### config.mk
export PLATFORM = sky130hd
export DESIGN_NAME = count_to_watch
export DESIGN_NICKNAME = d
export VERILOG_FILES = /design/src/rtl/count2watch_pkg.sv /design/src/rtl/const_divider.sv /design/src/rtl/count_to_watch.sv
export SDC_FILE = /design/constraint.sdc
export NUM_CORES = 1
export LEC_CHECK = 0
export CAP_MARGIN = 0
export CORE_AREA = 2 2 122 124
export DETAILED_ROUTE_END_ITERATION = 10
export DIE_AREA = 0 0 124 126
export PLACE_DENSITY = 0.79
export RECOVER_POWER = 100
export SETUP_SLACK_MARGIN = 0.2
export SKIP_LAST_GASP = 1
export SYNTH_ARGS = -nofsm -noshare
export SYNTH_HDL_FRONTEND = slang
export SYNTH_SLANG_ARGS = --single-unit
### constraint.sdc
create_clock -name clk -period 3.7 [get_ports clk]
set_input_delay 1.11 -clock clk [delete_from_list [all_inputs] [get_ports clk]]
set_output_delay 1.11 -clock clk [all_outputs]
set_load 0.03 [all_outputs]
### src/rtl/count2watch_pkg.sv
// count2watch_pkg: shared constants, field widths and FSM state type
// for the millisecond-to-wall-clock converter.
package count2watch_pkg;

    // Divisors for each stage of the breakdown
    localparam int MS_PER_HR  = 3600000;
    localparam int MS_PER_MIN = 60000;
    localparam int MS_PER_SEC = 1000;

    // Output field widths
    localparam int HR_W  = 4;
    localparam int MIN_W = 7;
    localparam int SEC_W = 7;
    localparam int MS_W  = 11;

    // Hour quotient at or above this value no longer fits the hr field
    localparam int HR_LIMIT = 16;

    // Clamp values used when saturation is enabled (15:59:59.999)
    localparam logic [HR_W-1:0]  SAT_HR  = 4'd15;
    localparam logic [MIN_W-1:0] SAT_MIN = 7'd59;
    localparam logic [SEC_W-1:0] SAT_SEC = 7'd59;
    localparam logic [MS_W-1:0]  SAT_MS  = 11'd999;

    typedef enum logic [2:0] {
        IDLE    = 3'd0,
        DIV_HR  = 3'd1,
        DIV_MIN = 3'd2,
        DIV_SEC = 3'd3,
        DONE    = 3'd4
    } state_e;

endpackage

### src/rtl/const_divider.sv
// const_divider: BITS-cycle restoring shift/subtract divider.
// A start pulse loads the dividend and performs the first step on the same
// edge; ready is high during the cycle whose closing edge performs the last
// step, so quotient/remainder are final in the cycle after ready.
module const_divider
    import count2watch_pkg::*;
#(
    parameter int BITS = 26
) (
    input  logic            clk,
    input  logic            reset,
    input  logic            start,
    input  logic [BITS-1:0] divisor,
    input  logic [BITS-1:0] dividend,
    output logic [BITS-1:0] quotient,
    output logic [BITS-1:0] remainder,
    output logic            ready
);

    localparam int CNT_W = $clog2(BITS + 1);
    localparam logic [CNT_W-1:0] LAST_STEP = CNT_W'(BITS - 1);

    logic [CNT_W-1:0] cnt_q, cnt_d;
    logic             run_q, run_d;
    logic [BITS-1:0]  quo_q, quo_d;
    logic [BITS-1:0]  rem_q, rem_d;
    logic [BITS-1:0]  num_q, num_d;

    logic [BITS-1:0]  src_r;
    logic [BITS-1:0]  src_n;
    logic [BITS:0]    trial;
    logic             qbit;

    // One restoring step: shift the next dividend bit into the partial
    // remainder and subtract the divisor when it fits
    always_comb begin
        quo_d = quo_q;
        rem_d = rem_q;
        num_d = num_q;
        src_r = start ? '0 : rem_q;
        src_n = start ? dividend : num_q;
        trial = {src_r, src_n[BITS-1]};
        qbit  = (trial >= {1'b0, divisor});
        if (start || run_q) begin
            if (qbit) begin
                rem_d = BITS'(trial - {1'b0, divisor});
            end else begin
                rem_d = BITS'(trial);
            end
            if (start) begin
                quo_d = {{(BITS-1){1'b0}}, qbit};
            end else begin
                quo_d = {quo_q[BITS-2:0], qbit};
            end
            num_d = {src_n[BITS-2:0], 1'b0};
        end
    end

    // Step counter: start counts as step one, finish after BITS steps
    always_comb begin
        cnt_d = cnt_q;
        run_d = run_q;
        if (start) begin
            cnt_d = CNT_W'(1);
            run_d = 1'b1;
        end else if (run_q) begin
            cnt_d = cnt_q + 1'b1;
            if (cnt_q == LAST_STEP) begin
                cnt_d = '0;
                run_d = 1'b0;
            end
        end
    end

    // Control state with asynchronous reset
    always_ff @(posedge clk or posedge reset) begin
        if (reset) begin
            cnt_q <= '0;
            run_q <= 1'b0;
        end else begin
            cnt_q <= cnt_d;
            run_q <= run_d;
        end
    end

    // Datapath registers, no reset needed
    always_ff @(posedge clk) begin
        quo_q <= quo_d;
        rem_q <= rem_d;
        num_q <= num_d;
    end

    assign quotient  = quo_q;
    assign remainder = rem_q;
    assign ready     = run_q && (cnt_q == LAST_STEP);

endmodule

### src/rtl/count_to_watch.sv
// count_to_watch: converts an unsigned millisecond count into hr/min/s/ms
// using one shared iterative divider in three successive stages.
// Optional macro COUNT2WATCH_SAT_EN: clamp results to 15:59:59.999 when the
// hour quotient reaches 16; otherwise hr wraps modulo 16. ovf is reported
// in both builds.
module count_to_watch
    import count2watch_pkg::*;
#(
    parameter int BITS = 26
) (
    input  logic             clk,
    input  logic             reset,
    input  logic             load,
    input  logic [BITS-1:0]  count,
    output logic             busy,
    output logic             done,
    output logic             ovf,
    output logic [HR_W-1:0]  hr,
    output logic [MIN_W-1:0] min,
    output logic [SEC_W-1:0] s,
    output logic [MS_W-1:0]  ms
);

    state_e state_q, state_d;
    logic   first_q, first_d;

    logic [BITS-1:0]  cap_q, cap_d;
    logic [HR_W-1:0]  hr_lo_q, hr_lo_d;
    logic             hr_big_q, hr_big_d;
    logic [MIN_W-1:0] min_raw_q, min_raw_d;

    logic [HR_W-1:0]  hr_q, hr_d;
    logic [MIN_W-1:0] min_q, min_d;
    logic [SEC_W-1:0] s_q, s_d;
    logic [MS_W-1:0]  ms_q, ms_d;
    logic             ovf_q, ovf_d;
    logic             done_q, done_d;

    logic [BITS-1:0]  div_divisor;
    logic [BITS-1:0]  div_dividend;
    logic [BITS-1:0]  div_quo;
    logic [BITS-1:0]  div_rem;
    logic             div_ready;

    // Divisor and dividend selection for the active stage; later stages
    // consume the remainder left by the previous one
    always_comb begin
        div_divisor  = BITS'(MS_PER_SEC);
        div_dividend = div_rem;
        case (state_q)
            DIV_HR: begin
                div_divisor  = BITS'(MS_PER_HR);
                div_dividend = cap_q;
            end
            DIV_MIN: div_divisor = BITS'(MS_PER_MIN);
            default: div_divisor = BITS'(MS_PER_SEC);
        endcase
    end

    const_divider #(
        .BITS(BITS)
    ) u_div (
        .clk      (clk),
        .reset    (reset),
        .start    (first_q),
        .divisor  (div_divisor),
        .dividend (div_dividend),
        .quotient (div_quo),
        .remainder(div_rem),
        .ready    (div_ready)
    );

    // Next-state, stage result capture and output update
    always_comb begin
        state_d   = state_q;
        cap_d     = cap_q;
        hr_lo_d   = hr_lo_q;
        hr_big_d  = hr_big_q;
        min_raw_d = min_raw_q;
        hr_d      = hr_q;
        min_d     = min_q;
        s_d       = s_q;
        ms_d      = ms_q;
        ovf_d     = ovf_q;
        done_d    = 1'b0;
        case (state_q)
            IDLE: begin
                if (load) begin
                    cap_d   = count;
                    state_d = DIV_HR;
                end
            end
            DIV_HR: begin
                if (div_ready) state_d = DIV_MIN;
            end
            DIV_MIN: begin
                // Hour quotient is final during the first cycle of this stage
                if (first_q) begin
                    hr_lo_d  = div_quo[HR_W-1:0];
                    hr_big_d = (div_quo >= BITS'(HR_LIMIT));
                end
                if (div_ready) state_d = DIV_SEC;
            end
            DIV_SEC: begin
                if (first_q) min_raw_d = div_quo[MIN_W-1:0];
                if (div_ready) state_d = DONE;
            end
            DONE: begin
                done_d = 1'b1;
                ovf_d  = hr_big_q;
`ifdef COUNT2WATCH_SAT_EN
                if (hr_big_q) begin
                    hr_d  = SAT_HR;
                    min_d = SAT_MIN;
                    s_d   = SAT_SEC;
                    ms_d  = SAT_MS;
                end else begin
                    hr_d  = hr_lo_q;
                    min_d = min_raw_q;
                    s_d   = div_quo[SEC_W-1:0];
                    ms_d  = div_rem[MS_W-1:0];
                end
`else
                hr_d  = hr_lo_q;
                min_d = min_raw_q;
                s_d   = div_quo[SEC_W-1:0];
                ms_d  = div_rem[MS_W-1:0];
`endif
                // A load here starts the next conversion back-to-back
                if (load) begin
                    cap_d   = count;
                    state_d = DIV_HR;
                end else begin
                    state_d = IDLE;
                end
            end
            default: state_d = IDLE;
        endcase
    end

    // Divider start fires on the first cycle of each divide stage
    always_comb begin
        first_d = (state_d != state_q) &&
                  ((state_d == DIV_HR) || (state_d == DIV_MIN) || (state_d == DIV_SEC));
    end

    // Control and visible outputs, cleared by asynchronous reset
    always_ff @(posedge clk or posedge reset) begin
        if (reset) begin
            state_q <= IDLE;
            first_q <= 1'b0;
            hr_q    <= '0;
            min_q   <= '0;
            s_q     <= '0;
            ms_q    <= '0;
            ovf_q   <= 1'b0;
            done_q  <= 1'b0;
        end else begin
            state_q <= state_d;
            first_q <= first_d;
            hr_q    <= hr_d;
            min_q   <= min_d;
            s_q     <= s_d;
            ms_q    <= ms_d;
            ovf_q   <= ovf_d;
            done_q  <= done_d;
        end
    end

    // Intermediate stage results, no reset needed
    always_ff @(posedge clk) begin
        cap_q     <= cap_d;
        hr_lo_q   <= hr_lo_d;
        hr_big_q  <= hr_big_d;
        min_raw_q <= min_raw_d;
    end

    assign busy = (state_q != IDLE);
    assign done = done_q;
    assign ovf  = ovf_q;
    assign hr   = hr_q;
    assign min  = min_q;
    assign s    = s_q;
    assign ms   = ms_q;

endmodule

* Yosys cells after proc, flatten, opt, wreduce, memory -nomap -nowiden *
Index checks and enable logic that the tools add are counted.

storage, ports and cells
  register bits after elaboration = 156
  input port bits = 29
  output and inout port bits = 32
  word-level logic and storage cells = 62

operators by class
  $add $sub $neg = 2
  order comparisons = 2
  equality and inequality tests = 9
  mux-type cells = 18
  reduce and logical (&&, ||, !) cells = 12

operators by type and width
  cell                                                  count
  2-to-1 mux 26 bit                                     4
  case mux 22 bit (2 select lines)                      1
  >= comparator 27 x 22 -> 1 bit                        1
  >= comparator 26 x 5 -> 1 bit, second input constant  1
  subtractor 26 x 22 -> 26 bit                          1
  2-to-1 mux 5 bit                                      3
  case mux 3 bit (5 select lines)                       1
  == test 3 x 2 -> 1 bit, second input constant         4
  2-to-1 mux 3 bit                                      4
  == test 3 x 1 -> 1 bit, second input constant         2
  AND reduction 2 bit                                   3
  adder 5 x 1 -> 5 bit, second input constant           1
  == test 5 bit, second input constant                  1
  2-to-1 mux 1 bit                                      5
  == test 3 bit, second input constant                  1
  logical NOT 3 bit                                     1
  logical OR 1 bit                                      3
  inequality test 3 bit                                 1
  nonzero test 3 bit                                    1
  logical AND 1 bit                                     2
  nonzero test 2 bit                                    1
  OR reduction 2 bit                                    1

* Longest topological paths before layout *
  depth in word-level cells = 8
  mapped depth = 17
  depth with buffers taken out = 14

* Hierarchy *
Synthesis repeated with hierarchy kept, for this count alone.

second synthesis, totals
  cells, all modules = 637
  area total of the unflattened synthesis = 8072.7 sq um

by module, submodules not included
  module          times used  cells each  area an instance (sq um)  sequential area each (sq um)
  const_divider   1           466         5171.2                    2462.4
  count_to_watch  1           171         2901.5                    2016.9

* Least setup slack after synthesis *
Ideal clock, no wire load.

  path type = register to register
  from = register state_q[1]
  to = register u_div.rem_q[10] (netlist: u_div.remainder[10]), data pin
  library setup time = 256 ps
  data arrival time = 3448 ps
  data required time = 3444 ps
  slack = -4 ps
  cell stages (with the launch flop) = 15
  buffers on the path = 4
  period minus slack after synthesis = 3704 ps
  cell sequence = dfrtp_1 buf_2 nor3b_4 clkbuf_1 clkbuf_1 ha_1 nor2b_1 o31a_1 o221ai_1 a211o_1 o211ai_1 nor2_2 buf_6 a21oi_1 a31o_2

between the ends
  cells in the longest elaborated chain, start to end = 5
  elaborated cells on any way between the ends = 8
  those cells by class = add/sub (1); order compare (1); eq/ne (2); mux (4)

RTL lines
  what                                                                            line                                      source
  from (decl)                                                                     count_to_watch.sv:24                      state_e state_q, state_d;
  from (signal assigned)                                                          count_to_watch.sv:159                     state_q <= state_d;
  == test 3 x 1 -> 1 bit                                                          count_to_watch.sv:50                      case (state_q)
  2-to-1 mux 26 bit                                                               count_to_watch.sv:50
  2-to-1 mux 26 bit                                                               const_divider.sv:41                       src_n = start ? dividend : num_q;
  subtractor 26 x 22 -> 26 bit or >= comparator 27 x 22 -> 1 bit (tied branches)  const_divider.sv:46, const_divider.sv:43
  2-to-1 mux 26 bit (*)                                                           const_divider.sv:45                       if (qbit) begin
  to (signal assigned)                                                            const_divider.sv:89                       rem_q <= rem_d;
  to (decl)                                                                       const_divider.sv:26                       logic [BITS-1:0] rem_q, rem_d;

Every way passes the cells marked *; elsewhere a longest branch is shown, timed or not.
A chain may end at the register's enable or synchronous reset.

* Worst setup path in the final report *
Ends and elaborated chain as after synthesis.

==> run metrics <==
HPWL Detailed=11,400 microns; power per unit of standard cell area=624 nW/um^2; # setup viols final=0; post-synthesis sequential element count=156; # IOs=61; CTS clock-pin slew for the worst setup and hold paths=0.06 ns; starting density of the core=52.2%; Hold WS=0.479 ns; Longest Clk Path Bufs=2; root buf cell=sky130_fd_sc_hd__clkbuf_16; async set or reset register ratio after synthesis=26.3%; pin count of the biggest net entering global routing=63; Worst EP required=3.88 ns; ratio of cells with drive above 1 in the final layout=11.9%; post-synthesis compound-gate area fraction=9.74%; clock tree from TritonCTS=done; multiplexer area fraction after synthesis=5.32%; initial antenna violation count=0; type of the worst setup path=reg -> reg; RSZ-0062 raised after global routing=false; area taken by flip-flops and latches=4480 sq um; hold depth=1; run status=finished with violations; final design utilization=62.2%; Finished Cell Area=8900 sq um; count of inserted antenna diode cells=0; clock tree skew after final layout=0.00616 ns; share of the synthesized netlist area taken by xor and xnor gates=3.28%; remaining antenna violation count after routing=0; net total in the final layout=761; final sum of negative setup slack=0 ns; number of global-route vias before repair=5,305; later-pin clock latency in the skew report=0.43 ns; crit-path max cell delay=0.47 ns; worst reg2reg path endpoint=u_div.remainder[10]; number of detailed-routing iterations run before antenna repair=5; post-DR wirelength/cell=18.1 microns; Inserted Clock Buffers=17; worst r2r src=state_q[1]; relative max-transition margin=-32.1%; synthesized-area fraction occupied by and/or/nand/nor cells=16.9%; actual transition at the worst max-transition pin=1.98 ns; sequential power share=42.5%; Tot GR Track Use=22.1%; wire length of the first global-routing pass=26,300 microns; overflow left after global routing=0; number of DRC violations after detailed-routing iteration 0=400; max cap viols=3; via count normalized by instance count=5.80; placer congestion estimate=0.918; multi-input logic area=2800 sq um; portion of the clock cycle consumed by the worst path in the final layout=91.7%; EDFF count, synth=115; clock tree sinks=156; Internal Dissipation=3.77 mW; post-synthesis share of cell area spent on full adders, half adders and majority gates=2.18%; Core Region=14,300 sq um; warnings from Yosys=0; length in cells of the worst reg-to-reg path=14; die width=124 microns; shortest period the worst path allows=3.39 ns; classification of the worst-slack hold path=reg -> reg; area share of the largest cell type after synthesis=46.2%; Layout Area Growth over Synthesis=19.1%; H-Tree Depth=4; cells taking the most area after synthesis=sky130_fd_sc_hd__edfxtp_1 (46%), sky130_fd_sc_hd__dfrtp_1 (14%), sky130_fd_sc_hd__mux2_2 (4.5%), sky130_fd_sc_hd__nand2_1 (4.2%), sky130_fd_sc_hd__nor2b_1 (3.8%); vias after detailed routing=5,311; routed wire length=16,600 microns; kind of end point of the critical path=flop; part of the power in the clock network=30.7%; reported net switching power=1.79 mW; Crit-path slowest cell=sky130_fd_sc_hd__dfrtp_1; fmax=295 MHz; crit-path leading delay family=compound AO/OA/AOI/OAI gates; post-synthesis sequential area ratio=59.9%; # fillers=1,116; count of standard-cell rows=44; netlist area before placement=7470 sq um; Min-Delay Startpoint=min_raw_q[4]; number of instances in the synthesized netlist=648; largest family of logic cells by synthesized area=simple AND/OR/NAND/NOR gates; instance area at placement=8360 sq um; Post-Syn Area per Cell=11.5 sq um; combinational share of power=26.8%; violations in the final reports=max-capacitance violations, max-slew violations; Non-Filler Instances=916; Syn Nets=690; element type at the critical path start=flop; sink of the worst hold path=min[4]; Switching Share=32.2%; worst vdd rail ir drop=0.384 mV; critical path data arrival time=3.58 ns; Crit path top cell by count=sky130_fd_sc_hd__ha_1; floorplan die area=15,600 sq um; buffering stage count on the worst path with inverters included=2; Cells after DPL=882; crit-path cells=xnor2_1, nor2_1, clkinv_1, ha_1, ha_1, nor2b_1, o31a_1, o221ai_1, a211o_1, o211ai_1, nor2_2, buf_4, a21oi_1, a31o_2; Residual DRC=0; number of distinct library cell variants in the gate-level netlist after synthesis=61; CP max FO=13; count of pins over their slew limit=93; height of the die=126 microns; number of hold-slack violations in the final timing report=0; leakage power total=3.63 nW; IO Port Bufs=60; reg-to-reg setup timing slack=0.31 ns; cell type with the largest total area after synthesis=sky130_fd_sc_hd__edfxtp_1; Top FF cell, synth=sky130_fd_sc_hd__edfxtp_1
==> synthesized netlist by cell type (2+ instances only) <==
library cell	instances
sky130_fd_sc_hd__buf_6	2
sky130_fd_sc_hd__nand2_1	84
sky130_fd_sc_hd__a31oi_1	28
sky130_fd_sc_hd__o21bai_1	4
sky130_fd_sc_hd__inv_2	2
sky130_fd_sc_hd__o21ai_0	15
sky130_fd_sc_hd__nand2b_1	7
sky130_fd_sc_hd__edfxtp_1	115
sky130_fd_sc_hd__ha_1	13
sky130_fd_sc_hd__xor2_1	10
sky130_fd_sc_hd__a21o_1	3
sky130_fd_sc_hd__o22ai_1	4
sky130_fd_sc_hd__mux2i_1	6
sky130_fd_sc_hd__nor4_1	8
sky130_fd_sc_hd__inv_1	12
sky130_fd_sc_hd__nor2_1	61
sky130_fd_sc_hd__a211o_1	3
sky130_fd_sc_hd__or4_1	3
sky130_fd_sc_hd__or2_2	4
sky130_fd_sc_hd__mux2_2	30
sky130_fd_sc_hd__o211ai_1	2
sky130_fd_sc_hd__buf_1	6
sky130_fd_sc_hd__or3_1	3
sky130_fd_sc_hd__o31ai_1	4
sky130_fd_sc_hd__o2111ai_1	2
sky130_fd_sc_hd__a211oi_1	2
sky130_fd_sc_hd__nor3_1	7
sky130_fd_sc_hd__a21boi_0	2
sky130_fd_sc_hd__clkbuf_1	21
sky130_fd_sc_hd__nor2b_1	45
sky130_fd_sc_hd__o221ai_1	2
sky130_fd_sc_hd__nand3b_1	5
sky130_fd_sc_hd__buf_2	4
sky130_fd_sc_hd__nor3b_1	3
sky130_fd_sc_hd__dfrtp_1	41
sky130_fd_sc_hd__xnor2_1	18
sky130_fd_sc_hd__and3_1	3
sky130_fd_sc_hd__o21a_1	2
sky130_fd_sc_hd__nand3_1	12
sky130_fd_sc_hd__a21oi_1	28
sky130_fd_sc_hd__nand4_1	2
==> layout make-up <==
class	count	share of cell area (%)
clock buffer	18	5.06
multi-input combinational	446	31.5
sequential	156	50.3
clock inverter	14	1.46
inverter	14	0.619
timing repair buffer	84	8.46
tap	184	2.59
==> how the worst max path moves through the flow <==
stage / from / endpoint / slack [ns] / depth (start not counted)
finish: state_q[1] / u_div.remainder[10] / 0.31 / 14
CTS: state_q[0] / u_div.remainder[10] / 0.32 / 12
detailed placement: state_q[0] / u_div.remainder[10] / 0.34 / 12
floorplan: state_q[1] / u_div.remainder[10] / 0.20 / 14
global placement: state_q[0] / u_div.remainder[10] / 0.43 / 10
global route: state_q[0] / u_div.remainder[10] / 0.13 / 14
==> state kept, by name, summed over array words and instances, names as in the netlist <==
| signal | count |
|---|---|
| cap_q | 26 |
| done | 1 |
| first_q | 1 |
| hr | 4 |
| hr_big_q | 1 |
| hr_lo_q | 4 |
| min | 7 |
| min_raw_q | 7 |
| ms | 11 |
| ovf | 1 |
| s | 7 |
| state_q | 3 |
| u_div.cnt_q | 5 |
| u_div.num_q | 25 |
| u_div.quotient | 26 |
| u_div.remainder | 26 |
| u_div.run_q | 1 |
==> layer usage <==
metal | routed length [microns] | GRT usage (%) | vias up
met3 | 811 | 5.03 | 36
met5 | 0 | 0 | -
met4 | 504 | 9.85 | 0
met2 | 8160 | 36.0 | 172
met1 | 7120 | 28.0 | 2598
li1 | - | - | 2505
==> power groups by stage <==
stage	sequential, mW	combinational, mW	clock (mW)
2_1_floorplan	2.27	1.16	0
3_3_place_gp	2.38	1.45	0
3_5_place_dp	2.39	1.47	0
4_1_cts	2.35	1.49	1.74
5_1_grt	2.38	1.65	1.80
6_report	2.36	1.49	1.71
==> what timing repair did <==
item,4_1_cts,5_1_grt
buffers inserted,0,1
hold buffers,0,0
setup endpoints to repair,0,7
gates resized for setup,0,3
hold endpoints to repair,0,0
==> metrics by stage <==
step	setup slack, ns	power, mW
2_1_floorplan	0.199	3.43
3_3_place_gp	0.432	3.83
3_5_place_dp	0.335	3.86
4_1_cts	0.316	5.58
5_1_grt	0.134	5.83
6_report	0.308	5.56
==> cells by family (layout without fill, tap and decap cells) <==
group / Yosys count / in the layout
AOI/OAI and AO/OA: 113 / 113
xor gates and xnor gates: 28 / 28
adders and majority gates: 13 / 13
buffers and inverters: 47 / 130
DFF: 156 / 156
muxes: 36 / 36
and+or+nand+nor: 255 / 256
==> cells in the final DEF (no fill, tap or decap), types with 18 or more instances in the layout <==
cell type,netlist,routed
sky130_fd_sc_hd__a21oi_1,28,29
sky130_fd_sc_hd__a31oi_1,28,28
sky130_fd_sc_hd__clkbuf_16,0,18
sky130_fd_sc_hd__dfrtp_1,41,41
sky130_fd_sc_hd__dlygate4sd3_1,0,60
sky130_fd_sc_hd__edfxtp_1,115,115
sky130_fd_sc_hd__mux2_2,30,30
sky130_fd_sc_hd__nand2_1,84,84
sky130_fd_sc_hd__nor2_1,61,61
sky130_fd_sc_hd__nor2b_1,45,45
sky130_fd_sc_hd__xnor2_1,18,18
Power figures use the tool's default switching activity.
